$ cat src/rtl/fetch_stage_if.sv
// Fetch-stage bundle: hazard/execute controls, instruction-memory bus and IF/ID outputs.
// The master modport is the fetch stage's view; slave is the surrounding pipeline's view.
interface fetch_stage_if #(
  parameter int PC_W   = 12,
  parameter int INST_W = 14
);
  logic              stall;
  logic              redirect_en;
  logic [PC_W-1:0]   redirect_pc;
  logic              push_en;
  logic [PC_W-1:0]   push_data;
  logic              pop_en;
  logic [PC_W-1:0]   imem_addr;
  logic [INST_W-1:0] imem_data;
  logic              imem_halt;
  logic [INST_W-1:0] ifid_inst;
  logic [PC_W-1:0]   ifid_pc;
  logic [PC_W-1:0]   ifid_pc1;
  logic              ifid_valid;
  logic              halted;
  logic              stack_err;

  modport master (
    input  stall, redirect_en, redirect_pc, push_en, push_data, pop_en,
    input  imem_data, imem_halt,
    output imem_addr, ifid_inst, ifid_pc, ifid_pc1, ifid_valid, halted, stack_err
  );

  modport slave (
    output stall, redirect_en, redirect_pc, push_en, push_data, pop_en,
    output imem_data, imem_halt,
    input  imem_addr, ifid_inst, ifid_pc, ifid_pc1, ifid_valid, halted, stack_err
  );
endinterface

$ cat src/rtl/fetch_stage.sv
// Instruction fetch front end: PC, IF/ID register and call/return stack.
// Define FETCH_STACK_CHECK_EN to trap stack overflow/underflow into stack_err.
module fetch_stage #(
  parameter int PC_W        = 12,
  parameter int INST_W      = 14,
  parameter int STACK_DEPTH = 8
) (
  input  logic          clk,
  input  logic          rst,
  fetch_stage_if.master bus
);
  localparam int SP_W = (STACK_DEPTH > 1) ? $clog2(STACK_DEPTH) : 1;
`ifdef FETCH_STACK_CHECK_EN
  localparam int PTR_W = SP_W + 1;
`else
  localparam int PTR_W = SP_W;
`endif

  logic [PC_W-1:0]   pc;
  logic [INST_W-1:0] ifidInst;
  logic [PC_W-1:0]   ifidPc;
  logic [PC_W-1:0]   ifidPc1;
  logic              ifidValid;
  logic              halted;
  logic              stackErr;

  logic [PC_W-1:0]   stackMem [STACK_DEPTH];
  logic [PTR_W-1:0]  sp;
  logic [PTR_W-1:0]  spNext;
  logic [SP_W-1:0]   topIdx;
  logic [SP_W-1:0]   wrIdx;
  logic              wrEn;
  logic              errSet;
  logic [PC_W-1:0]   popTarget;

  assign topIdx = SP_W'(sp - PTR_W'(1));

  // Stack pointer / write decode; push+pop together replaces the top entry.
  always_comb begin
    popTarget = stackMem[topIdx];
    spNext    = sp;
    wrEn      = 1'b0;
    wrIdx     = sp[SP_W-1:0];
    errSet    = 1'b0;
`ifdef FETCH_STACK_CHECK_EN
    if (sp == PTR_W'(0)) begin
      popTarget = PC_W'(0);
    end else begin
      popTarget = stackMem[topIdx];
    end
    if (bus.pop_en && bus.push_en) begin
      wrEn = 1'b1;
      if (sp == PTR_W'(0)) begin
        errSet = 1'b1;
        wrIdx  = SP_W'(0);
        spNext = PTR_W'(1);
      end else begin
        wrIdx  = topIdx;
      end
    end else if (bus.push_en) begin
      if (sp == PTR_W'(STACK_DEPTH)) begin
        errSet = 1'b1;
      end else begin
        wrEn   = 1'b1;
        spNext = sp + PTR_W'(1);
      end
    end else if (bus.pop_en) begin
      if (sp == PTR_W'(0)) begin
        errSet = 1'b1;
      end else begin
        spNext = sp - PTR_W'(1);
      end
    end else begin
      spNext = sp;
    end
`else
    if (bus.pop_en && bus.push_en) begin
      wrEn  = 1'b1;
      wrIdx = topIdx;
    end else if (bus.push_en) begin
      wrEn   = 1'b1;
      spNext = sp + PTR_W'(1);
    end else if (bus.pop_en) begin
      spNext = sp - PTR_W'(1);
    end else begin
      spNext = sp;
    end
`endif
  end

  // Return stack state; the error flag is sticky until reset.
  always_ff @(posedge clk) begin
    if (rst) begin
      sp       <= PTR_W'(0);
      stackErr <= 1'b0;
      for (int i = 0; i < STACK_DEPTH; i++) begin
        stackMem[i] <= PC_W'(0);
      end
    end else begin
      sp <= spNext;
      if (wrEn) begin
        stackMem[wrIdx] <= bus.push_data;
      end
      if (errSet) begin
        stackErr <= 1'b1;
      end
    end
  end

  // PC and IF/ID update in priority order: pop, redirect, stall, halted, fetch.
  always_ff @(posedge clk) begin
    if (rst) begin
      pc        <= PC_W'(0);
      ifidInst  <= INST_W'(0);
      ifidPc    <= PC_W'(0);
      ifidPc1   <= PC_W'(0);
      ifidValid <= 1'b0;
      halted    <= 1'b0;
    end else if (bus.pop_en) begin
      pc        <= popTarget;
      ifidValid <= 1'b0;
      halted    <= 1'b0;
    end else if (bus.redirect_en) begin
      pc        <= bus.redirect_pc;
      ifidValid <= 1'b0;
      halted    <= 1'b0;
    end else if (bus.stall) begin
      pc        <= pc;
    end else if (halted) begin
      ifidValid <= 1'b0;
    end else begin
      ifidInst  <= bus.imem_data;
      ifidPc    <= pc;
      ifidPc1   <= pc + PC_W'(1);
      ifidValid <= 1'b1;
      if (bus.imem_halt) begin
        halted <= 1'b1;
      end else begin
        pc     <= pc + PC_W'(1);
      end
    end
  end

  assign bus.imem_addr  = pc;
  assign bus.ifid_inst  = ifidInst;
  assign bus.ifid_pc    = ifidPc;
  assign bus.ifid_pc1   = ifidPc1;
  assign bus.ifid_valid = ifidValid;
  assign bus.halted     = halted;
  assign bus.stack_err  = stackErr;
endmodule

$ cat src/flat_wrapper.sv
// flat-port wrapper written by rule: the top's interface ports become plain ports
module fetch_stage_flat 
#(
  parameter int PC_W        = 12,
  parameter int INST_W      = 14,
  parameter int STACK_DEPTH = 8
)
  (clk, rst, bus_stall, bus_redirect_en, bus_redirect_pc, bus_push_en, bus_push_data, bus_pop_en, bus_imem_data, bus_imem_halt, bus_imem_addr, bus_ifid_inst, bus_ifid_pc, bus_ifid_pc1, bus_ifid_valid, bus_halted, bus_stack_err);
  fetch_stage_if #(.PC_W(PC_W), .INST_W(INST_W)) bus_i ();
  input  logic clk;
  input  logic rst;
  input wire logic [$bits(bus_i.stall)-1:0] bus_stall;
  input wire logic [$bits(bus_i.redirect_en)-1:0] bus_redirect_en;
  input wire logic [$bits(bus_i.redirect_pc)-1:0] bus_redirect_pc;
  input wire logic [$bits(bus_i.push_en)-1:0] bus_push_en;
  input wire logic [$bits(bus_i.push_data)-1:0] bus_push_data;
  input wire logic [$bits(bus_i.pop_en)-1:0] bus_pop_en;
  input wire logic [$bits(bus_i.imem_data)-1:0] bus_imem_data;
  input wire logic [$bits(bus_i.imem_halt)-1:0] bus_imem_halt;
  output wire logic [$bits(bus_i.imem_addr)-1:0] bus_imem_addr;
  output wire logic [$bits(bus_i.ifid_inst)-1:0] bus_ifid_inst;
  output wire logic [$bits(bus_i.ifid_pc)-1:0] bus_ifid_pc;
  output wire logic [$bits(bus_i.ifid_pc1)-1:0] bus_ifid_pc1;
  output wire logic [$bits(bus_i.ifid_valid)-1:0] bus_ifid_valid;
  output wire logic [$bits(bus_i.halted)-1:0] bus_halted;
  output wire logic [$bits(bus_i.stack_err)-1:0] bus_stack_err;
  assign bus_i.stall = bus_stall;
  assign bus_i.redirect_en = bus_redirect_en;
  assign bus_i.redirect_pc = bus_redirect_pc;
  assign bus_i.push_en = bus_push_en;
  assign bus_i.push_data = bus_push_data;
  assign bus_i.pop_en = bus_pop_en;
  assign bus_i.imem_data = bus_imem_data;
  assign bus_i.imem_halt = bus_imem_halt;
  assign bus_imem_addr = bus_i.imem_addr;
  assign bus_ifid_inst = bus_i.ifid_inst;
  assign bus_ifid_pc = bus_i.ifid_pc;
  assign bus_ifid_pc1 = bus_i.ifid_pc1;
  assign bus_ifid_valid = bus_i.ifid_valid;
  assign bus_halted = bus_i.halted;
  assign bus_stack_err = bus_i.stack_err;
  fetch_stage #(.PC_W(PC_W), .INST_W(INST_W), .STACK_DEPTH(STACK_DEPTH)) u_core (.clk(clk), .rst(rst), .bus(bus_i));
endmodule
$ cat config.mk
export PLATFORM = sky130hd
export DESIGN_NAME = fetch_stage_flat
export DESIGN_NICKNAME = d
export VERILOG_FILES = /design/src/rtl/fetch_stage_if.sv /design/src/rtl/fetch_stage.sv /design/src/flat_wrapper.sv
export SDC_FILE = /design/constraint.sdc
export NUM_CORES = 1
export LEC_CHECK = 0
export ABC_AREA = 1
export BUFFER_PORTS_ARGS = -buffer_cell sky130_fd_sc_hd__buf_2
export CAP_MARGIN = 30
export CORE_AREA = 10 10 159 161
export CTS_BUF_LIST = sky130_fd_sc_hd__clkbuf_8
export DETAILED_ROUTE_END_ITERATION = 10
export DIE_AREA = 0 0 169 171
export PLACE_DENSITY = 0.47
export RECOVER_POWER = 50
export SLEW_MARGIN = 20
export SYNTH_ARGS = -nofsm -noshare
export SYNTH_HDL_FRONTEND = slang
export SYNTH_SLANG_ARGS = --single-unit
export TNS_END_PERCENT = 20
$ cat constraint.sdc
create_clock -name clk -period 3.4 [get_ports clk]
set_clock_uncertainty 0.1 [all_clocks]
set_input_delay 0.17 -clock clk [delete_from_list [all_inputs] [get_ports clk]]
set_output_delay 0.17 -clock clk [all_outputs]
set_load 0.05 [all_outputs]
After elaboration in Yosys (flattened, before gate mapping)
Memories as Yosys holds them, arrays and structs flattened.
Cells that the tools add are included.

cells by class
  add/sub/neg operators = 3
  $mul = 0
  div/mod/pow operators = 0
  magnitude comparators = 0
  eq/ne operators = 3
  shift operators = 0
  muxes and demuxes = 21
  bitwise logic cells = 5
  reduce and logical (&&, ||, !) cells = 7

operators with widths
  operator                                           number
  2-to-1 mux 12 bit                                  6
  adder 12 x 1 -> 12 bit (second input constant)     1
  2-to-1 mux 3 bit                                   4
  OR reduction 12 bit                                1
  2-to-1 mux 1 bit                                   11
  != test 3 bit (second input constant)              2
  NOT 1 bit                                          5
  AND reduction 4 bit                                1
  adder 3 x 1 -> 3 bit (second input constant)       1
  != test 3 x 1 -> 1 bit (second input constant)     1
  AND reduction 3 bit                                1
  OR reduction 3 bit                                 1
  subtractor 3 x 1 -> 3 bit (second input constant)  1
  AND reduction 2 bit                                1
  nonzero test 2 bit                                 1
  logical AND 1 bit                                  1

storage, ports and cells
  bits in registers = 55
  latch bits = 0
  bits in writable memories = 96
  ROM bits = 0
  output and inout port bits = 53
  word-level logic and storage cells = 47
  memories = 1

memories
  name             depth  bits a word  rd ports  clocked after Yosys merged registers in  wr ports  RTL line           source
  u_core.stackMem  8      12           1         0                                        8         fetch_stage.sv:27  logic [PC_W-1:0] stackMem [STACK_DEPTH];

Logic depth before layout (Yosys ltp)
Gate-level depths: netlist of the first run.

  depth in word-level cells = 7
  depth in mapped cells = 14
  mapped depth without buffers = 10

Least setup slack after synthesis of the first run
No wires, ideal clock.

  path type = reg-to-reg
  from = register u_core.sp[0]
  to = memory u_core.stackMem[2][0] (enable)
  arrival time = 2.145 ns
  setup slack = 0.805 ns
  stages on the path, launching flop included = 12
  buffers on the path = 4
  path through = dfxtp_1 > buf_2 > inv_1 > buf_2 > buf_2 > ha_1 > o21ai_1 > inv_1 > nor2_1 > nand2_1 > buf_2 > nand2_1

RTL lines
  element                   RTL line            source
  start: declaration        fetch_stage.sv:28   logic [PTR_W-1:0] sp;
  start signal: assignment  fetch_stage.sv:100  sp <= spNext;
  end: declaration          fetch_stage.sv:27

==> out/metrics.csv, run 1 <==
metric,value,unit
status,"complete, no violations",
port_buffers,96,
worstSetupPathType,in -> reg,
drt-total-wl,21300,µm
finalHoldViolations,0,
grt_util_all_layers,14.5,%
peakVddDrop,0.246,mV
final_cell_mix,"nor2_1 (236), nand2_1 (103), edfxtp_1 (96), o21ai_0 (86), inv_1 (74)",
maxSlewViolCount,0,
synth_top_area_share,41.6,%
synth_area_leaders,"edfxtp_1 (42%), dfxtp_1 (16%), nor2_1 (13%)",
grt_overflow_total,0,
rrSetupSlack,0.71,ns
grt_pass1_wl,32500,µm
initial_core_util,31.2,%
utilization,36.5,%
min_path_cells,5,
hold_path_class,in -> reg,
tns,0,ns
dp.cells,1159,
cts.htree.levels,4,
num_rows,55,
final_common_cell,nor2_1,
reg2reg_from,u_core.sp[0],
cts_tree,done,
cap_violations,0,
synth.yosys.seq_area_share,57.5,%
fin_cells,1210,
crit_path_start_kind,primary input,
p_comb_share,21.9,%
p_leak,3.39,nW
crit_path_end_kind,register,
first_iter_violations,460,
clk_latency,0.46,ns
period_needed,2.78,ns
p_per_area,575,nW/µm²
root_buffer,clkbuf_8,
worst_pin_slew,1.11,ns
cts_resized,0,
grt_max_degree,59,
synth_top_cell_by_area,edfxtp_1,
syn_area_per_cell,8.50,µm²
ys_ff_latch,151,
critPathLaunch,bus_push_en,
die_area,28900,µm²
maxSlewHeadroom,25.9,%
critPathMaxFanout,13,
synth_cell_type_count,30,
syn_inst,816,
rsz0062_at_grt,false,
seqPwrFrac,46.4,%
p_sw,1.58,mW
ant_nets,0,
setup_violations,0,
regToRegEndpoint,u_core.stackMem[0][5],
num_vias,5723,
pin_count,98,
via_per_inst,4.73,
yosysWarnings,0,
clock-sinks,151,
crit_path_end,u_core.stackMem[0][5],
layout.nets,961,
switching_share,33.9,%
antenna_found_initial,0,
clock_path_buffers,2,
gp_congestion,0.827,
path_clk_slew,0.09,ns
syn_to_final_growth,17.0,%
required,3.36,ns
drc,0,
post_drt_wl_per_cell,17.6,µm
die_x,169,µm
numCtsBuffers,17,
coreArea,22200,µm²
critPathArrivalTime,2.74,ns
p_int,3.08,mW
n_antenna_cell,0,
syn-num-nets,865,
drive_gt1_share,8.97,%
hpwl,14800,µm
die_h,171,µm
grt_pass1_vias,5445,
power_frac_clock,31.7,%
drt-pass1-iter-count,5,
syn_area,6930,µm²
rr_worst_depth,8,
min_period_over_period,81.7,%
fmax,360,MHz
through the flow:
step                instance area [µm²]  total power [mW]  hold slack [ns]  setup WS, ns
floorplan                          6930              2.89            0.139         0.805
global placement                   7610              3.24            0.293         0.899
detailed placement                 7610              3.23            0.301         0.893
CTS                                8210              4.72           0.0120         0.879
global route                       8110              4.90           0.0162         0.443
finish                             8110              4.67           0.0310         0.623
power groups by stage:
stage	clock, mW	sequential, mW	combinational, mW
after global routing	1.59	2.18	1.14
after floorplan	0	2.33	0.560
final	1.48	2.16	1.02
after detailed placement	0	2.20	1.03
after global placement	0	2.20	1.04
after CTS	1.51	2.16	1.05
area by class of cell:
class | count | area (µm²)
repair buffers | 124 | 653
multi-input cells | 544 | 2430
flip-flops and latches | 151 | 3980
inverters | 74 | 278
clock inverters | 15 | 179
well taps | 285 | 357
fillers | 2371 | 14100
clock buffers | 17 | 234
cells in the mapped netlist (all sizes together):
cell    instances
xnor2           4
nand3          54
nor3            3
xor2            3
conb            1
nand2         103
o211ai         18
inv            74
nand4           1
nor2          238
clkbuf         27
a21boi          1
o21bai          1
o21ai          88
a21oi          23
dfxtp          55
buf            20
ha              4
o31ai           2
edfxtp         96
state kept, by name (all words and copies together), names as in the netlist:
register and count:
u_core.bus.halted 1, u_core.bus.ifid_inst 14, u_core.bus.ifid_pc 12, u_core.bus.ifid_pc1 12
u_core.bus.ifid_valid 1, u_core.bus.imem_addr 12, u_core.sp 3, u_core.stackMem 96
cells by family (layout without fill, tap and decap cells):
kind of cell,after synthesis,after routing,share of synthesized area (%)
AND/OR/NAND/NOR,399,399,23.1
buffers and inverters,121,230,7.27
XOR/XNOR,7,7,0.993
adder cells (fa/ha/maj),4,4,0.722
AO/OA/AOI/OAI,133,133,10.4
other,1,1,0.0541
flip-flops,151,151,57.5
repair_timing:
item,4_1_cts,5_1_grt
endpoints found under the hold margin,19,0
setup buffers,0,0
endpoints found under the setup margin,0,0
hold buffers,18,0
worst max-delay path, cell delays in order:
cell	delay [ns]
dlygate4sd3_1	0.55
clkbuf_1	0.15
ha_1	0.24
o21ai_0	0.30
nor2_1	0.19
nand2_1	0.10
clkbuf_1	0.49
nand2_1	0.53
worst min path at each step:
| stage | slack (ns) | startpoint | to |
|---|---|---|---|
| after global routing | 0.02 | bus_redirect_pc[9] | u_core.bus.imem_addr[9] |
| final | 0.03 | bus_redirect_pc[11] | u_core.bus.imem_addr[11] |
| after detailed placement | 0.30 | bus_imem_data[5] | u_core.bus.ifid_inst[5] |
| after floorplan | 0.14 | rst | u_core.bus.ifid_pc[0] |
| after global placement | 0.29 | bus_imem_data[5] | u_core.bus.ifid_inst[5] |
| after CTS | 0.01 | bus_redirect_pc[11] | u_core.bus.imem_addr[11] |
routing by layer:
layer | vias up | wire [µm] | GRT usage, %
met5 | - | 0 | 0
met1 | 2634 | 9940 | 19.7
met2 | 206 | 9380 | 22.2
met3 | 22 | 1740 | 4.18
li1 | 2861 | - | -
met4 | 0 | 277 | 3.71
No activity file was read; power rests on OpenSTA's default activity.
==> run 2: changes to the inputs <==
--- a/config.mk
+++ b/config.mk
@@ -12,7 +12,7 @@
 export CTS_BUF_LIST = sky130_fd_sc_hd__clkbuf_8
 export DETAILED_ROUTE_END_ITERATION = 10
 export DIE_AREA = 0 0 169 171
-export PLACE_DENSITY = 0.47
+export PLACE_DENSITY = 0.49
 export RECOVER_POWER = 50
 export SLEW_MARGIN = 20
 export SYNTH_ARGS = -nofsm -noshare
==> constraint.sdc (replaced) <==
create_clock -name clk -period 2.5 [get_ports clk]
set_clock_uncertainty 0.1 [all_clocks]
set_input_delay 0.125 -clock clk [delete_from_list [all_inputs] [get_ports clk]]
set_output_delay 0.125 -clock clk [all_outputs]
set_load 0.05 [all_outputs]
==> run 2 against run 1 <==
- core utilization is 0.58 points higher
- count of clock-buffer cells in the layout stayed put
- wire length is 0.38% higher
- critical path depth is 3 lower
- sequential power is 36% higher
- die area stayed put
- critical endpoint is now u_core.stackMem[3][4]
==> out/metrics.csv, run 2 (same netlist as run 1, synthesis figures left out) <==
metric,value,unit,change
largest-register,u_core.stackMem,,
dr_wl_met3,1290,µm,-26%
period_needed,2.31,ns,
met2_length,9550,µm,+1.9%
via_per_inst,4.72,,-0.22%
cts_setup_buffers,0,,unchanged
critPathMostFrequentCell,nand2_1,,
drive_gt1_share,10.7,%,+1.7 points
required,2.50,ns,-0.86 ns
cts_tree,done,,
final_cell_mix,"nor2_1 (236), nand2_1 (99), edfxtp_1 (96), o21ai_0 (86), inv_1 (74)",,
crit_path_end_kind,register,,
grt_pass1_wl,32900,µm,+1.1%
drt-pass1-iter-count,4,,-1
p_sw,2.13,mW,+34%
cap_violations,0,,unchanged
cts.htree.levels,4,,unchanged
setup_violations,0,,unchanged
pin_count,98,,unchanged
maxSlewHeadroom,20.1,%,-5.8 points
cp_cell_sequence,buf_4 -> xnor2_1 -> nor2_1 -> nand2_1 -> nand2_1,,
port_buffers,96,,unchanged
root_buffer,clkbuf_8,,
gp_congestion,0.845,,+2.2%
drc,0,,unchanged
power_frac_clock,30.2,%,-1.5 points
switching_share,34.1,%,+0.19 points
worstSetupPathType,reg -> reg,,
utilization,37.1,%,+0.58 points
crit_path_start_kind,register,,
grt_max_degree,59,,unchanged
p_comb_share,22.6,%,+0.7 points
routed.top_layer,met4,,
hpwl,14700,µm,-0.24%
finalHoldViolations,0,,unchanged
syn_to_final_growth,18.9,%,
num_vias,5800,,+1.3%
grt_util_all_layers,14.6,%,+0.14 points
die_h,171,µm,unchanged
clock-sinks,151,,unchanged
die_area,28900,µm²,unchanged
grt_pass1_vias,5681,,+4.3%
status,"complete, no violations",,
seqPwrFrac,47.2,%,+0.8 points
worst_pin_slew,1.20,ns,+0.0867 ns
post_drt_wl_per_cell,17.4,µm,-1.2%
peakVddDrop,0.307,mV,+24%
drt-total-wl,21400,µm,+0.38%
path_clk_slew,0.08,ns,about the same
fmax,432,MHz,
pre_cts_slack,0.256,ns,-0.637 ns
critPathArrivalTime,2.31,ns,-0.43 ns
initial_core_util,31.2,%,unchanged
min_period_over_period,92.5,%,
p_int,4.11,mW,+33%
met1Wirelength,10400,µm,+4.2%
antenna_found_initial,0,,unchanged
hold_slack,0.0149,ns,-0.0160 ns
hold_path_class,in -> reg,,
num_rows,55,,unchanged
multi_input_area,2440,µm²,+0.41%
rsz0062_at_grt,false,,
grt_overflow_total,0,,unchanged
regArea,3980,µm²,unchanged
ant_nets,0,,unchanged
n_antenna_cell,0,,unchanged
final_common_cell,nor2_1,,
worst_path_max_delay_cell,buf_4,,
p_per_area,757,nW/µm²,+32%
critical-path-max-stage-delay,0.46,ns,-0.09 ns
first_iter_violations,399,,-13%
die_x,169,µm,unchanged
dp.cells,1175,,+1.4%
clock_path_buffers,2,,unchanged
p_leak,3.46,nW,+2.0%
cts_resized,0,,unchanged
clk_latency,0.46,ns,about the same
critPathMaxFanout,51,,+38
fin_ws,0.186,ns,-0.437 ns
largest_reg_flops,96,,unchanged
fin_cells,1229,,+1.6%
coreArea,22200,µm²,unchanged
nFillCells,2351,,-0.84%
numCtsBuffers,17,,unchanged
maxSlewViolCount,0,,unchanged
layout.nets,980,,+2.0%
-- run 2: cell types whose count changed in the layout (fill, tap and decap cells not counted) --
| cell | previous run | this run |
|---|---|---|
| nand2_2 | 0 | 4 |
| inv_6 | 2 | 3 |
| inv_8 | 2 | 1 |
| clkinvlp_4 | 2 | 3 |
| clkbuf_1 | 58 | 59 |
| bufinv_16 | 3 | 2 |
| buf_4 | 5 | 17 |
| buf_2 | 41 | 43 |
| nand2_1 | 103 | 99 |
| dlygate4sd3_1 | 18 | 22 |
-- run 2: per-layer routing --
layer,vias up,global-route usage [%]
met4,0,3.23
li1,2897,-
met2,167,23.0
met3,14,3.79
met5,-,0
met1,2722,19.8
-- run 2: area by class of cell --
cell class,instances,area share (%)
clock inverter,15,1.87
inverter,74,3.37
multi-input combinational,544,29.6
tap,285,4.33
sequential,151,48.3
clock buffer,17,2.84
timing repair buffer,143,9.67
-- run 2: critical path, delay by kind of cell, from the launching register on --
family / cells / cell delay (ns)
XOR/XNOR: 1 / 0.18
buffers and inverters: 1 / 0.46
flip-flops: 1 / 0.33
AND/OR/NAND/NOR: 3 / 0.87
-- run 2: power by group through the flow --
stage	clock network, mW	registers (mW)	logic, mW
final	1.89	2.94	1.41
after detailed placement	0	3.00	1.41
after CTS	1.94	2.94	1.44
after floorplan	0	3.17	0.762
after global placement	0	3.00	1.42
after global routing	2.04	2.96	1.57
-- run 2: final timing paths --
path,start,end,slack (ns),cells past startpoint
setup reg to reg,u_core.sp[0],u_core.stackMem[3][4],0.19,5
hold reg to reg,u_core.bus.ifid_pc[0],u_core.bus.ifid_pc[0],0.38,2
setup / recovery,u_core.sp[0],u_core.stackMem[3][4],0.19,5
hold / removal,bus_redirect_pc[3],u_core.bus.imem_addr[3],0.01,4
-- run 2: through the flow --
stage	area, µm²	TNS (ns)	power, mW
CTS	8340	0	6.33
finish	8240	0	6.24
global placement	7730	0	4.41
floorplan	6930	-6.12	3.93
detailed placement	7730	0	4.40
global route	8240	0	6.57
-- run 2: timing repair --
item,CTS,global route
hold buffers,22,0
setup endpoints to repair,0,0
endpoints found under the hold margin,24,0
